--- config.mk ---
export PLATFORM = sky130hd
export DESIGN_NAME = counter_arb
export DESIGN_NICKNAME = d
export VERILOG_FILES = /design/src/rtl/counter_arb.sv
export SDC_FILE = /design/constraint.sdc
export NUM_CORES = 1
export LEC_CHECK = 0
export BUFFER_PORTS_ARGS = -buffer_cell sky130_fd_sc_hd__buf_4
export CAP_MARGIN = 30
export CORE_AREA = 10 10 50 71
export DETAILED_ROUTE_END_ITERATION = 12
export DIE_AREA = 0 0 60 81
export GPL_ROUTABILITY_DRIVEN = 1
export HOLD_SLACK_MARGIN = 0.05
export PLACE_DENSITY_LB_ADDON = 0.12
export SLEW_MARGIN = 10
export SYNTH_ARGS = -nofsm -noshare
export SYNTH_HDL_FRONTEND = slang
export SYNTH_SLANG_ARGS = --single-unit
--- constraint.sdc ---
create_clock -name clk -period 5.2 [get_ports clk]
set_clock_uncertainty 0.15 [all_clocks]
set_input_delay 0.26 -clock clk [delete_from_list [all_inputs] [get_ports clk]]
set_output_delay 0.26 -clock clk [all_outputs]
set_load 0.01 [all_outputs]
--- src/rtl/counter_arb.sv ---
// counter_arb: round-robin arbiter with burst locking that hands out values
// of an external shared 4-bit counter. The granted requester receives the
// current counter value as its tag, and the counter is told to advance.
module counter_arb #(
   parameter int NREQ      = 4,
   parameter int MAX_BURST = 4
) (
   input  logic            clk,
   input  logic            rst,
   input  logic [NREQ-1:0] req,
   input  logic [NREQ-1:0] lock,
   input  logic [3:0]      cnt,
   output logic [NREQ-1:0] gnt,
   output logic            inc,
   output logic [3:0]      tag,
   output logic            wrap
);

   localparam int PW = (NREQ > 1) ? $clog2(NREQ) : 1;

   typedef enum logic {IDLE, LOCKED} state_e;

   state_e        fsm_q, fsm_d;
   logic [PW-1:0] ptr_q, ptr_d;
   logic [PW-1:0] owner_q, owner_d;
   logic [3:0]    burst_q, burst_d;

   logic          hold;
   logic          found;
   logic [PW-1:0] base;
   logic [PW-1:0] sel;
   logic [PW-1:0] idx;

   // Successor index in the circular requester order.
   function automatic logic [PW-1:0] next_idx(input logic [PW-1:0] p);
      if (p == PW'(NREQ - 1)) return '0;
      else                    return p + PW'(1);
   endfunction

   // Owner keeps the grant while it still requests with lock; otherwise the
   // circular search starts at ptr (idle) or just past the owner (lock lost).
   always_comb begin
      hold  = (fsm_q == LOCKED) && req[owner_q] && lock[owner_q];
      base  = (fsm_q == LOCKED) ? next_idx(owner_q) : ptr_q;
      found = 1'b0;
      sel   = '0;
      idx   = '0;
      for (int k = 0; k < NREQ; k++) begin
         idx = PW'((int'(base) + k) % NREQ);
         if (!found && req[idx]) begin
            found = 1'b1;
            sel   = idx;
         end
      end
   end

   // Grant, counter strobe and tag; everything is silenced while in reset.
   always_comb begin
      gnt  = '0;
      inc  = 1'b0;
      tag  = 4'h0;
      wrap = 1'b0;
      if (!rst) begin
         if (hold)       gnt[owner_q] = 1'b1;
         else if (found) gnt[sel]     = 1'b1;
         inc  = |gnt;
         tag  = inc ? cnt : 4'h0;
         wrap = inc && (cnt == 4'hF);
      end
   end

   // Next-state: burst accounting while locked, round-robin advance otherwise.
   always_comb begin
      fsm_d   = fsm_q;
      ptr_d   = ptr_q;
      owner_d = owner_q;
      burst_d = burst_q;
      if (hold) begin
         burst_d = burst_q + 4'd1;
         if (burst_q + 4'd1 == 4'(MAX_BURST)) begin
            fsm_d = IDLE;
            ptr_d = next_idx(owner_q);
         end
      end else begin
         // A lost lock behaves as idle arbitration starting past the owner.
         fsm_d = IDLE;
         ptr_d = base;
         if (found) begin
            if (lock[sel] && (MAX_BURST > 1)) begin
               fsm_d   = LOCKED;
               owner_d = sel;
               burst_d = 4'd1;
            end else begin
               ptr_d = next_idx(sel);
            end
         end
      end
   end

   // State registers with synchronous reset; reset abandons any burst.
   always_ff @(posedge clk) begin
      if (rst) begin
         fsm_q   <= IDLE;
         ptr_q   <= '0;
         owner_q <= '0;
         burst_q <= 4'd0;
      end else begin
         fsm_q   <= fsm_d;
         ptr_q   <= ptr_d;
         owner_q <= owner_d;
         burst_q <= burst_d;
      end
   end

endmodule

==> flow_summary_export.csv <==
group,metric,value,unit
status,outcome,"completed",
logic_synthesis,avgSynthCellArea,7.953,um^2
place,pre_cts_ws,1.632,ns
setup_path,rr_endpoint,"burst_q[0]$_SDFFE_PP0P_",
drt,routed_wirelength,3.057,mm
setup_path,r2r-start,"owner_q[0]$_SDFFE_PP0P_",
setup_path,crit_required,4.79,ns
global_route,grt-ovfl-total,0,
place,numPortBuffers,23,
die,die_area,0.004860,mm^2
drt,drt.antenna.violating_nets,0,
layout,fill_cells,247,
global_route,track_usage,0.1260,
hold_path,hold_class,"in2reg",
layout,final_nets,179,
cts,post_cts_resized,0,
drt,route.detailed.drc,0,
place,hpwl,2.479,mm
power_and_ir_drop,power_frac_seq,0.202,
power_and_ir_drop,switching_share,0.4871,
logic_synthesis,synth_top_family_by_area,"simple AND/OR/NAND/NOR gates",
logic_synthesis,synth-simple-area-share,0.3134,
power_and_ir_drop,clock_power_share,0.095,
layout,drive_above_1_share,0.2468,
cts,cts.sinks,9,
timing,fin_crit_sh,0.7483,
global_route,grt_max_degree,16,
layout,n_antenna_cell,0,
die,num_rows,22,
cts,postCtsHoldBufs,0,
logic_synthesis,synth-xor-area-share,0,
setup_path,r2r_cells,8,
logic_synthesis,synth_cell_types,46,
cts,cts_tree,"built",
die,num_io_pins,24,
cts,htree_levels,1,
timing,rsz0062_at_grt,"false",
cts,numCtsBuffers,3,
cts,insertion_delay,0.27,ns
logic_synthesis,synth-main-ff-cell,"dfxtp_1",
cts,clkSlewWorstSetupHoldPaths,0.06,ns
place,gp_congestion,0.8537,
logic_synthesis,synth_warnings,0,
logic_synthesis,synth_mux_area_frac,0.08171,
power_and_ir_drop,leakagePower,0.5859,nW
power_and_ir_drop,ir_worst_vdd,252.2,uV
timing,max_freq,257.0,MHz
drt,vias,1109,
die,die_x,60,um
hold_path,holdPathStages,2,
cts,max-clock-path-buffers,2,
logic_synthesis,synth_area_leaders,"dfxtp_1 (18%), ha_1 (12%), and2_1 (5.5%)",
setup_path,end_kind,"primary output",
logic_synthesis,synth_top_area_cell,"dfxtp_1",
job,max_cap_viol_count,0,
layout,seqCellArea,180.2,um^2
logic_synthesis,syn-cell-area,0.001026,mm^2
power_and_ir_drop,switchingPower,0.2845,mW
timing,slew_viol_final,0,
timing,tns,0,ns
logic_synthesis,netlist_instances,129,
timing,layout_setup_ws,1.309,ns
timing,min_period,3.891,ns
power_and_ir_drop,comb_power_share,0.703,
timing,worst_slew_pin_slew,0.4793,ns
drt,first_pass_iters,6,
timing,setup_viol,0,
logic_synthesis,synth_top_area_share,0.1756,
global_route,grt_pass1_vias,1052,
layout,area_growth,21.59,%
power_and_ir_drop,p_int,0.2995,mW
layout,multi_input_area,804.5,um^2
setup_path,path_max_fanout,10,
layout,finish.utilization,0.5270,
setup_path,arrival,3.48,ns
drt,drt_iter0_drc,66,
global_route,antenna_found_initial,0,
setup_path,cp-start-kind,"register",
drt,vias_per_cell,6.230,
timing,relSlewSlack,0.6781,
logic_synthesis,synth_fa_ha_area_frac,0.1220,
hold_path,hold_end,"ptr_q[1]$_SDFFE_PP0P_",
setup_path,reg2reg_slack,2.10,ns
die,core-area,0.002367,mm^2
logic_synthesis,synth_edf_count,0,
logic_synthesis,ys_ff_latch,9,
power_and_ir_drop,power_density,468.1,mW/mm^2
setup_path,worstSetupPathType,"reg2out",
logic_synthesis,synth-compound-area-share,0.2671,
hold_path,min-delay-start,"rst",
logic_synthesis,async_reset_ff_frac,0,
cts,cts_root_buf,"clkbuf_4",
timing,finalHoldViolCount,0,
drt,wl_per_cell,17.17,um
die,die_h,81,um
logic_synthesis,synthesis.nets,153,
cts,post_cts_buffers,0,
logic_synthesis,yosysSeqAreaShare,0.1756,
global_route,grt_first_pass_wirelength,4.885,mm
die,initial_utilization,0.4334,
==> per-layer routing <==
layer / GRT usage / wire length [um] / vias up
li1: - / - / 535
met1: 0.1244 / 1195 / 528
met2: 0.2314 / 1592 / 37
met3: 0.02652 / 191 / 9
met4: 0.06982 / 77 / 0
met5: 0 / 0 / -
==> worst max-delay path by stage <==
stage	slack, ns	start	end
floorplan	1.97	owner_q[0]$_SDFFE_PP0P_	wrap
global placement	1.76	owner_q[0]$_SDFFE_PP0P_	wrap
detailed placement	1.63	owner_q[0]$_SDFFE_PP0P_	tag[2]
CTS	1.34	owner_q[0]$_SDFFE_PP0P_	tag[2]
global route	1.08	owner_q[0]$_SDFFE_PP0P_	tag[2]
finish	1.31	owner_q[0]$_SDFFE_PP0P_	wrap
==> Yosys cell counts (all sizes together) (2+ instances only) <==
cell    number
nor2        12
nand2       11
ha          10
and2         9
dfxtp        9
inv          7
nand3        7
mux2i        5
o21ai        5
a21oi        3
a31oi        3
mux2         3
nand2b       3
nor3         3
nor4         3
o211ai       3
a21boi       2
and3         2
and4         2
clkbuf       2
o211a        2
o41ai        2
==> logic make-up after synthesis <==
kind of cell / Yosys count
DFF: 9
adders and majority gates: 10
AOI/OAI and AO/OA: 35
and+or+nand+nor: 57
muxes: 8
buffers and inverters: 10
==> critical path, stage by stage, from the launching register on <==
cell and delay [ns]:
dfxtp_1 0.52, inv_1 0.11, ha_1 0.34, mux2_2 0.34, a2111o_1 0.41, nand3_1 0.25, inv_1 0.11, ha_1 0.20
and2_1 0.13, mux2i_1 0.18, a41oi_1 0.24, and3_1 0.24, buf_4 0.14
==> metrics by stage <==
| stage | hold WS (ns) | cell area [um^2] | power (mW) | std cells |
|---|---|---|---|---|
| 2_1_floorplan | 0.2890 | 1026 | 0.4089 | 129 |
| 3_3_place_gp | 0.3337 | 1221 | 0.5189 | 174 |
| 6_report | 0.1264 | 1247 | 0.5840 | 178 |
| 5_1_grt | 0.1397 | 1247 | 0.6367 | 178 |
| 4_1_cts | 0.1239 | 1247 | 0.5859 | 178 |
| 3_5_place_dp | 0.3545 | 1221 | 0.5294 | 174 |
==> flip-flops by register name, summed over array words and instances, names as in the netlist <==
| signal | cells |
|---|---|
| burst_q | 4 |
| fsm_q | 1 |
| owner_q | 2 |
| ptr_q | 2 |
==> placed cells by master (no fill, tap or decap), types with 2 or more instances in the layout <==
cell / instances
o211ai_1: 3
a21oi_1: 3
nand3_1: 7
nor3_1: 2
dfxtp_1: 9
buf_4: 24
inv_1: 7
nand2b_1: 3
o41ai_1: 2
nand2_1: 11
clkbuf_4: 3
o21ai_0: 5
a31oi_1: 3
o211a_1: 2
and2_1: 9
a21boi_0: 2
ha_1: 10
mux2i_1: 5
mux2_2: 3
and3_1: 2
nor2_1: 12
nor4_1: 2
==> cell type report <==
class,count,area share
clock buffer,4,0.02106
inverter,7,0.02106
multi-input combinational,110,0.6449
sequential,9,0.1444
tap,24,0.02407
timing repair buffer,24,0.1444
==> power groups by stage <==
| stage | clock, mW | combinational [mW] | sequential (mW) |
|---|---|---|---|
| global route | 0.0600 | 0.456 | 0.121 |
| CTS | 0.0567 | 0.412 | 0.117 |
| finish | 0.0554 | 0.410 | 0.118 |
| detailed placement | 0 | 0.410 | 0.119 |
| global placement | 0 | 0.401 | 0.118 |
| floorplan | 0 | 0.302 | 0.107 |
(Power assumes the default switching activity.)
